==> src/rtl/rotate_ctrl.sv <==
// Three-button rotator controller: each raw button is synchronized and debounced,
// a press toggles run/direction or steps the speed, and a speed-scaled tick paces updates.
module rotate_ctrl #(
    parameter int DB_CNT    = 1_000_000,
    parameter int TICK_BASE = 3_125_000
) (
    input  logic       clk,
    input  logic       reset,
    input  logic       btn_run,
    input  logic       btn_dir,
    input  logic       btn_spd,
    output logic       en,
    output logic       dir,
    output logic [1:0] speed,
    output logic       tick
);

    localparam int DB_W   = (DB_CNT > 1) ? $clog2(DB_CNT) : 1;
    localparam int TICK_W = $clog2(8 * TICK_BASE);

    localparam logic [DB_W-1:0]   DB_LAST = DB_W'(DB_CNT - 1);
    localparam logic [TICK_W-1:0] RELOAD0 = TICK_W'(8 * TICK_BASE - 1);
    localparam logic [TICK_W-1:0] RELOAD1 = TICK_W'(4 * TICK_BASE - 1);
    localparam logic [TICK_W-1:0] RELOAD2 = TICK_W'(2 * TICK_BASE - 1);
    localparam logic [TICK_W-1:0] RELOAD3 = TICK_W'(TICK_BASE - 1);

    typedef enum logic [1:0] {
        LOW,
        WAIT_HI,
        HIGH,
        WAIT_LO
    } db_state_t;

    logic [2:0] btn_raw;
    logic [2:0] press;

    assign btn_raw = {btn_spd, btn_dir, btn_run};

    // One synchronizer + debounce FSM per button; bit 0 run, bit 1 dir, bit 2 speed.
    for (genvar i = 0; i < 3; i++) begin : g_btn
        logic            sync_a;
        logic            sync_b;
        db_state_t       state;
        db_state_t       state_nxt;
        logic [DB_W-1:0] cnt;
        logic [DB_W-1:0] cnt_nxt;
        logic            press_nxt;

        always_ff @(posedge clk or negedge reset) begin
            if (!reset) begin
                sync_a <= 1'b0;
                sync_b <= 1'b0;
                state  <= LOW;
                cnt    <= '0;
            end else begin
                sync_a <= btn_raw[i];
                sync_b <= sync_a;
                state  <= state_nxt;
                cnt    <= cnt_nxt;
            end
        end

        always_comb begin
            state_nxt = state;
            cnt_nxt   = cnt;
            press_nxt = 1'b0;
            case (state)
                LOW: begin
                    if (sync_b) begin
                        state_nxt = WAIT_HI;
                        cnt_nxt   = '0;
                    end
                end
                WAIT_HI: begin
                    if (!sync_b) begin
                        state_nxt = LOW;
                    end else if (cnt == DB_LAST) begin
                        state_nxt = HIGH;
                        press_nxt = 1'b1;
                    end else begin
                        cnt_nxt = cnt + DB_W'(1);
                    end
                end
                HIGH: begin
                    if (!sync_b) begin
                        state_nxt = WAIT_LO;
                        cnt_nxt   = '0;
                    end
                end
                WAIT_LO: begin
                    if (sync_b) begin
                        state_nxt = HIGH;
                    end else if (cnt == DB_LAST) begin
                        state_nxt = LOW;
                    end else begin
                        cnt_nxt = cnt + DB_W'(1);
                    end
                end
            endcase
        end

        assign press[i] = press_nxt;
    end

    logic [1:0]        speed_inc;
    logic [TICK_W-1:0] tick_cnt;
    logic [TICK_W-1:0] reload_new;
    logic [TICK_W-1:0] reload_cur;

    assign speed_inc = speed + 2'd1;

    function automatic logic [TICK_W-1:0] reload_for(input logic [1:0] s);
        logic [TICK_W-1:0] r;
        r = RELOAD0;
        case (s)
            2'd0: r = RELOAD0;
            2'd1: r = RELOAD1;
            2'd2: r = RELOAD2;
            2'd3: r = RELOAD3;
        endcase
        return r;
    endfunction

    assign reload_new = reload_for(speed_inc);
    assign reload_cur = reload_for(speed);

    // A speed step restarts the period from scratch so the first tick at the new rate is a full period away.
    always_ff @(posedge clk or negedge reset) begin
        if (!reset) begin
            en       <= 1'b0;
            dir      <= 1'b0;
            speed    <= 2'd0;
            tick     <= 1'b0;
            tick_cnt <= RELOAD0;
        end else begin
            if (press[0]) begin
                en <= ~en;
            end
            if (press[1]) begin
                dir <= ~dir;
            end
            if (press[2]) begin
                speed    <= speed_inc;
                tick_cnt <= reload_new;
                tick     <= 1'b0;
            end else if (tick_cnt == '0) begin
                tick_cnt <= reload_cur;
                tick     <= 1'b1;
            end else begin
                tick_cnt <= tick_cnt - TICK_W'(1);
                tick     <= 1'b0;
            end
        end
    end

endmodule

==> config.mk <==
export PLATFORM = sky130hd
export DESIGN_NAME = rotate_ctrl
export DESIGN_NICKNAME = d
export VERILOG_FILES = /design/src/rtl/rotate_ctrl.sv
export SDC_FILE = /design/constraint.sdc
export NUM_CORES = 1
export LEC_CHECK = 0
export ABC_AREA = 1
export CORE_UTILIZATION = 30
export CTS_CLUSTER_SIZE = 14
export DETAILED_ROUTE_END_ITERATION = 12
export PLACE_DENSITY = 0.55
export SLEW_MARGIN = 15
export SYNTH_ARGS = -nofsm -noshare
export SYNTH_HDL_FRONTEND = slang
export SYNTH_SLANG_ARGS = --single-unit
==> constraint.sdc <==
create_clock -name clk -period 2.3 [get_ports clk]
set_input_delay 0.575 -clock clk [delete_from_list [all_inputs] [get_ports clk]]
set_output_delay 0.575 -clock clk [all_outputs]
set_load 0.02 [all_outputs]
==> reports/qor.yml, run 1 <==
outcome:
  status: "complete, no violations"
synth:
  syn_area_per_cell_um2: 7.06
  yosysTopAreaCellShare: 0.324
  synth_area_leaders: "dfrtp_1, nand2_1, nand3_1"
  synth-async-reset-ratio: 1.00
  yosys_warnings: 0
  synth_edf_count: 0
  ys_ff_latch: 102
  synth_cells: 930
  synth_top_area_cell: "dfrtp_1"
  synth_cell_types: 34
  ys.flop_type: "dfrtp_1"
  synth_common_cells: "nand2_1, nor2_1, nand3_1"
  yosysSeqAreaShare: 0.392
  synth.most_common_cell: "nand2_1"
  synth_nets: 947
  syn-cell-area_um2: 6570
clock_tree:
  insertion_delay_ns: 0.36
  root_buffer: "clkbuf_16"
  cts_tree: "built"
  clock-sinks: 102
  cts_buffers: 9
  postCtsResizedCells: 0
  path_clk_slew_ns: 0.07
  htreeDepth: 3
  cts_setup_buffers: 0
  clockBufferDepth: 2
  holdBufCountCts: 0
final_layout:
  nFillCells: 2305
  area_delta_synth_final_pct: 10.6
  drive_gt1_frac: 0.0882
  finalNetCount: 964
  n_antenna_cell: 0
global_route:
  grt_max_degree: 49
  grt_usage: 0.151
  grt_remaining_overflow: 0
  grt_pass1_vias: 5566
  grt_pass1_wl_mm: 27.0
  antenna_found_initial: 0
critical_path:
  cp-start-kind: "register"
  worstSetupPathType: "reg2out"
  rr_startpoint: "tick_cnt[0]$_DFF_PN1_"
  critical_path_buf_inv_count: 1
  path_cells: "clkdlybuf4s50_1"
  worstPathArrival_ns: 1.47
  endpoint_kind: "output pin"
  crit_required_ns: 1.73
  reg2regPathDepth: 11
  cp_slowest_cell: "clkdlybuf4s50_1"
  cpLargestDelayFamily: "buffers and inverters"
  crit_fanout: 7
  rrSetupSlack_ns: 0.30
  crit_path_start: "speed[1]$_DFFE_PN0P_"
  cpPeakStageDelay_ns: 0.66
  reg2reg_to: "tick_cnt[8]$_DFF_PN0_"
timing:
  final-hold-violation-count: 0
  slew_headroom: 0.617
  holdWs_ns: 0.131
  fin_crit_ns: 2.05
  rsz0062_at_grt: "false"
  tns_ns: 0
  fin_crit_sh: 0.890
  worst_slew_pin_slew_ns: 0.571
  setup_violations: 0
  fmax_mhz: 488
  drv_slew: 0
  clock_skew_ns: 0.0129
floorplanning:
  ios: 10
  die-area_um2: 22500
  initial_core_util: 0.309
  die_h_um: 150
  die_w_um: 150
  core-area_um2: 21200
  rows: 53
routing:
  route.detailed.wl_per_inst_um: 12.8
  viasPerCell: 4.72
  drt_first_pass_iters: 6
  drtIter0Drc: 426
  drc_errors: 0
  num_vias: 5795
  ant_nets: 0
  wl_mm: 15.6
power:
  p_leak_nw: 3.18
  p_sw_frac: 0.261
  peakVddDrop_uv: 314
  intPower_mw: 2.63
  power_switching_mw: 0.933
  power.share.clock: 0.421
  power_density_nw_per_um2: 491
  pwr-share-seq: 0.521
  p_comb_frac: 0.059
place:
  io_buffers: 9
  hpwl_mm: 11.9
  gp_congestion: 0.869
flow_run:
  cap_violations: 0
hold_path:
  hp-class: "in2async"
-- worst reg2reg max path: cells and delay by family (launching register included) --
kind	cells	cell delay, ns
AOI/OAI and AO/OA	2	0.24
and+or+nand+nor	7	1.01
DFF	1	0.37
buffers and inverters	1	0.09
adders and majority gates	1	0.20
-- logic make-up after synthesis --
| family | synth area share |
|---|---|
| AOI/OAI and AO/OA | 0.0602 |
| xor gates and xnor gates | 0.0533 |
| adders and majority gates | 0.0229 |
| buffers and inverters | 0.0747 |
| and+or+nand+nor | 0.397 |
| DFF | 0.392 |
-- registers in the layout, indices dropped and copies added, names as in the netlist, named ones only --
signal / cells
speed: 2
dir: 1
g_btn.state: 3
tick: 1
en: 1
g_btn.sync_b: 3
g_btn.sync_a: 3
tick_cnt: 25
g_btn.cnt: 60
-- cell usage in the layout (no fill, tap or decap), types with 12 or more instances in the layout --
cell type / synthesis / layout
buf_4: 3 / 15
dfrtp_1: 85 / 85
dfstp_2: 17 / 17
ha_1: 12 / 12
inv_1: 91 / 91
nand2_1: 288 / 288
nand3_1: 100 / 100
nand4_1: 31 / 31
nor2_1: 131 / 131
nor3_1: 12 / 12
o21ai_0: 47 / 47
xor2_1: 31 / 31
-- power groups by stage --
stage	clock (mW)	sequential [mW]	combinational (mW)
after floorplan	0	1.89	0.135
after global placement	0	1.89	0.215
after detailed placement	0	1.89	0.215
after CTS	1.58	1.86	0.216
after global routing	1.64	1.86	0.241
final	1.50	1.86	0.209
-- worst max path at each step --
stage                                               to  slack (ns)  depth (start not counted)
final                                         speed[1]        0.25                          1
after floorplan           g_btn[2].cnt[16]$_DFFE_PN0P_        0.60                          9
after detailed placement         tick_cnt[4]$_DFF_PN1_        0.31                          8
after CTS                                     speed[1]        0.22                          1
after global routing             tick_cnt[8]$_DFF_PN0_        0.09                         11
after global placement           tick_cnt[8]$_DFF_PN0_        0.31                         11
-- area by class of cell --
type                       instances  area, um2  share of cell area
clock inverter                     6       51.3             0.00706
inverter                          93        349              0.0481
clock buffer                      10        229              0.0315
multi-input combinational        717       3500               0.482
tap                              275        344              0.0474
sequential                       102       2570               0.354
timing repair buffer              24        213              0.0293
-- metrics by stage --
stage / setup slack [ns] / instance area [um2] / util / total power, mW / std cells
6_report: 0.252 / 7260 / 0.342 / 3.57 / 1227
5_1_grt: 0.0861 / 7260 / 0.342 / 3.75 / 1227
4_1_cts: 0.218 / 7260 / 0.342 / 3.65 / 1227
3_5_place_dp: 0.314 / 6980 / 0.329 / 2.11 / 1211
3_3_place_gp: 0.311 / 6980 / 0.329 / 2.11 / 1211
2_1_floorplan: 0.605 / 6570 / - / 2.02 / 930
-- layer usage --
metal	vias to the layer above	track usage	wire [um]
met2	63	0.245	7090
met1	2710	0.206	7960
li1	3008	-	-
met3	14	0.0287	427
met4	0	0.0369	168
met5	-	0	0
No activity file was read; power rests on OpenSTA's default activity.
==> inputs of run 2 (changes only) <==
MAX_ROUTING_LAYER = met4   (was not set)
==> run 2 against run 1 <==
- wire length is 0.33% higher
- global-route usage is 0.45 points higher
- highest routed layer unchanged
- combinational power hardly changed
- maximum frequency is 0.80% lower
- sequential power hardly changed
- design area stayed put
- cell count stayed put
- critical path type unchanged
- non-clock buffer count stayed put
- sequential share of layout area stayed put
- die area stayed put
- critical path depth stayed put
==> reports/qor.yml, run 2 (synthesis results as in run 1) <==
routing:
  drt_first_pass_iters: 5
  viasPerCell: 4.76
  num_vias: 5835
  wl_mm: 15.7
  drtIter0Drc: 444
  drc_errors: 0
  ant_nets: 0
  route.detailed.wl_per_inst_um: 12.8
clock_tree:
  root_buffer: "clkbuf_16"
  clock-sinks: 102
  cts_setup_buffers: 0
  postCtsResizedCells: 0
  insertion_delay_ns: 0.37
  cts_buffers: 9
  htreeDepth: 3
  clockBufferDepth: 2
  path_clk_slew_ns: 0.07
  cts_tree: "built"
  holdBufCountCts: 0
final_layout:
  final_common_cell: "nand2_1"
  layout_common_cells: "nand2_1, nor2_1, nand3_1, inv_1, dfrtp_1"
  drive_gt1_frac: 0.0882
  n_antenna_cell: 0
  area_delta_synth_final_pct: 10.6
  largest_register: "g_btn.cnt"
  top_regs: "g_btn.cnt (60), tick_cnt (25)"
  largest_register_ffs: 60
  finalNetCount: 964
timing:
  fin_crit_sh: 0.898
  worst_slew_pin_slew_ns: 0.578
  tns_ns: 0
  setup_violations: 0
  clock_skew_ns: 0.0148
  final-hold-violation-count: 0
  rsz0062_at_grt: "false"
  fmax_mhz: 484
  drv_slew: 0
  slew_headroom: 0.611
  fin_crit_ns: 2.06
floorplanning:
  die_h_um: 150
  initial_core_util: 0.309
  die-area_um2: 22500
  die_w_um: 150
  core-area_um2: 21200
  ios: 10
  rows: 53
critical_path:
  cpLargestDelayFamily: "buffers and inverters"
  critical_path_buf_inv_count: 1
  endpoint_kind: "output pin"
  rrSetupSlack_ns: 0.30
  rr_startpoint: "tick_cnt[0]$_DFF_PN1_"
  worstPathArrival_ns: 1.49
  crit_required_ns: 1.73
  reg2reg_to: "tick_cnt[8]$_DFF_PN0_"
  crit_fanout: 7
  path_cells: "clkdlybuf4s50_1"
  reg2regPathDepth: 11
  cp-start-kind: "register"
  cpPeakStageDelay_ns: 0.66
  worstSetupPathType: "reg2out"
  cp_slowest_cell: "clkdlybuf4s50_1"
global_route:
  grt_usage: 0.156
  grt_pass1_vias: 5566
  grt_pass1_wl_mm: 27.1
  grt_remaining_overflow: 0
  grt_max_degree: 49
  antenna_found_initial: 0
power:
  p_leak_nw: 3.18
  report.power.total_mw: 3.58
  peakVddDrop_uv: 314
  power_density_nw_per_um2: 493
outcome:
  status: "complete, no violations"
place:
  hpwl_mm: 11.9
  io_buffers: 9
  gp_congestion: 0.883
hold_path:
  hp-class: "in2async"
flow_run:
  cap_violations: 0
run 2: cell counts in the layout (fill, tap and decap cells not counted):
No cell type changed its count.
run 2: where the power goes:
group	switching [mW]	internal, mW
clock network	0.757	0.754
logic	0.154	0.0564
registers	0.0325	1.82
run 2: through the flow:
step	area [um2]	hold WS, ns	setup WS, ns	utilization	instances
2_1_floorplan	6570	0.279	0.605	-	930
3_3_place_gp	6980	0.334	0.311	0.329	1211
3_5_place_dp	6980	0.340	0.314	0.329	1211
4_1_cts	7260	0.138	0.218	0.342	1227
5_1_grt	7260	0.153	0.0861	0.342	1227
6_report	7260	0.131	0.236	0.342	1227
run 2: layout make-up:
cell class                      count  area [um2]
Fill cell                        2305       14000
Inverter                           93         349
Clock buffer                       10         229
Clock inverter                      6        51.3
Sequential cell                   102        2570
Multi-Input combinational cell    717        3500
Timing Repair Buffer               24         213
Tap cell                          275         344
run 2: worst max path at each step:
stage / startpoint / endpoint / slack [ns] / cells after the start
final: speed[1]$_DFFE_PN0P_ / speed[1] / 0.24 / 1
after global routing: tick_cnt[0]$_DFF_PN1_ / tick_cnt[8]$_DFF_PN0_ / 0.09 / 11
after CTS: speed[1]$_DFFE_PN0P_ / speed[1] / 0.22 / 1
after detailed placement: g_btn[2].cnt[0]$_DFFE_PN0P_ / tick_cnt[4]$_DFF_PN1_ / 0.31 / 8
after global placement: tick_cnt[0]$_DFF_PN1_ / tick_cnt[8]$_DFF_PN0_ / 0.31 / 11
after floorplan: g_btn[2].cnt[0]$_DFFE_PN0P_ / g_btn[2].cnt[16]$_DFFE_PN0P_ / 0.60 / 9
run 2: layer usage:
layer,routed length (um),global-route usage,up-vias,share of wire
met1,7970,0.207,2738,0.51
met2,7110,0.243,77,0.45
met3,457,0.0287,13,0.029
met5,0,-,-,0
li1,-,-,3007,-
met4,162,0.0369,0,0.010
run 2: worst register-to-register path, delay by kind of cell (launching register included):
kind	cells	cell delay, ns
and+or+nand+nor	7	1.01
DFF	1	0.37
AOI/OAI and AO/OA	2	0.24
adders and majority gates	1	0.20
buffers and inverters	1	0.09
==> inputs of run 3 (changes only) <==
DONT_BUFFER_PORTS = 1   (was not set)
==> run 3 against run 2 <==
- the run now ends with hold timing left
- clock power up 17%
- sequential power about the same
- register-to-register slack worse by 0.04 ns
- combinational power down 21%
- die area unchanged
- sequential share of layout area up 0.33 points
- maximum frequency up 1.1%
==> reports/qor.yml, run 3 (synthesis results as in run 1) <==
final_layout:
  drive_gt1_frac: 0.0852
  n_antenna_cell: 0
  final_common_cell: "nand2_1"
  finalNetCount: 952
  nFillCells: 2299
  area_delta_synth_final_pct: 9.58
  final_area_um2: 7200
  regArea_um2: 2570
  top_regs: "g_btn.cnt (60), tick_cnt (25)"
  layout_common_cells: "nand2_1, nor2_1, nand3_1, inv_1, dfrtp_1"
  multiInputGateArea_um2: 3500
  largest_register: "g_btn.cnt"
  largest_register_ffs: 60
critical_path:
  endpoint_kind: "register"
  worstPathArrival_ns: 2.32
  crit_required_ns: 2.58
  rr_startpoint: "g_btn[2].cnt[0]$_DFFE_PN0P_"
  rrSetupSlack_ns: 0.26
  reg2reg_to: "tick_cnt[4]$_DFF_PN1_"
  worstSetupPathType: "reg2reg"
  cp-start-kind: "register"
  crit_fanout: 9
  reg2regPathDepth: 8
timing:
  slew_headroom: 0.646
  postLayoutSetupSlackWorst_ns: 0.258
  setup_violations: 0
  fmax_mhz: 490
  drv_slew: 0
  tns_ns: 0
  fin_crit_ns: 2.04
  holdWs_ns: -0.0917
  clock_skew_ns: 0.00665
  rsz0062_at_grt: "false"
  worst_slew_pin_slew_ns: 0.528
  final-hold-violation-count: 85
  fin_crit_sh: 0.888
routing:
  wl_mm: 15.5
  num_vias: 5750
  drc_errors: 0
  viasPerCell: 4.74
  drt_first_pass_iters: 6
  drtIter0Drc: 329
  ant_nets: 0
  route.detailed.wl_per_inst_um: 12.8
clock_tree:
  clockBufferDepth: 2
  postCtsResizedCells: 0
  cts_tree: "built"
  clock-sinks: 102
  insertion_delay_ns: 0.36
  root_buffer: "clkbuf_16"
  path_clk_slew_ns: 0.07
  cts_setup_buffers: 0
  cts_buffers: 9
  htreeDepth: 3
floorplanning:
  initial_core_util: 0.309
  rows: 53
  die_w_um: 150
  ios: 10
  core-area_um2: 21200
  die-area_um2: 22500
  die_h_um: 150
place:
  io_buffers: 0
  gp_congestion: 0.858
  hpwl_mm: 11.4
  dp_slack_ns: 0.274
  post_dp_cell_area_um2: 6860
global_route:
  grt_pass1_wl_mm: 26.9
  grt_max_degree: 103
  grt_pass1_vias: 5529
  antenna_found_initial: 0
  grt_remaining_overflow: 0
  grt_usage: 0.154
outcome:
  status: "complete, but fails checks"
  violations: "hold timing"
power:
  power_density_nw_per_um2: 527
  report.power.total_mw: 3.80
  peakVddDrop_uv: 363
  p_leak_nw: 3.16
flow_run:
  cap_violations: 0
hold_path:
  hp-class: "in2async"
[run 3: worst max-delay path, stage by stage, from the launching register on]
cell and delay (ns):
dfrtp_1 0.45, ha_1 0.25, inv_1 0.12, nor2_4 0.18, nand4_1 0.09, nor2_1 0.17, nand4_2 0.26, buf_4 0.27
o21ai_0 0.16
[run 3: layout make-up]
class / count / share of cell area
tap: 275 / 0.0478
clock inverter: 6 / 0.0155
clock buffer: 9 / 0.0313
inverter: 93 / 0.0485
timing repair buffer: 12 / 0.0125
multi-input combinational: 717 / 0.487
sequential: 102 / 0.358
[run 3: metal layers]
metal	global-route usage	up-vias	wire length, um	part of all wire
li1	-	2995	-	-
met1	0.206	2660	7890	0.51
met2	0.237	76	6920	0.45
met3	0.0274	19	478	0.031
met4	0.0460	0	222	0.014
met5	-	-	0	0
[run 3: report_power, final]
part / leakage [nW] / total (mW) / switching, mW / internal (mW)
clock: 0.161 / 1.77 / 0.713 / 1.06
combinational: 1.66 / 0.165 / 0.119 / 0.0453
sequential: 1.34 / 1.86 / 0.0341 / 1.83
total: 3.16 / 3.80 / 0.867 / 2.93
[run 3: how the worst max path moves through the flow]
stage | cells past startpoint | start | to
finish | 8 | g_btn[2].cnt[0]$_DFFE_PN0P_ | tick_cnt[4]$_DFF_PN1_
global route | 11 | tick_cnt[0]$_DFF_PN1_ | tick_cnt[8]$_DFF_PN0_
floorplan | 9 | g_btn[2].cnt[0]$_DFFE_PN0P_ | g_btn[2].cnt[16]$_DFFE_PN0P_
detailed placement | 8 | g_btn[2].cnt[0]$_DFFE_PN0P_ | tick_cnt[4]$_DFF_PN1_
global placement | 8 | g_btn[2].cnt[0]$_DFFE_PN0P_ | tick_cnt[4]$_DFF_PN1_
CTS | 8 | g_btn[2].cnt[0]$_DFFE_PN0P_ | tick_cnt[4]$_DFF_PN1_
[run 3: through the flow]
step | instances | util
floorplan | 930 | -
global placement | 1199 | 0.323
detailed placement | 1199 | 0.323
CTS | 1214 | 0.339
global route | 1214 | 0.339
finish | 1214 | 0.339
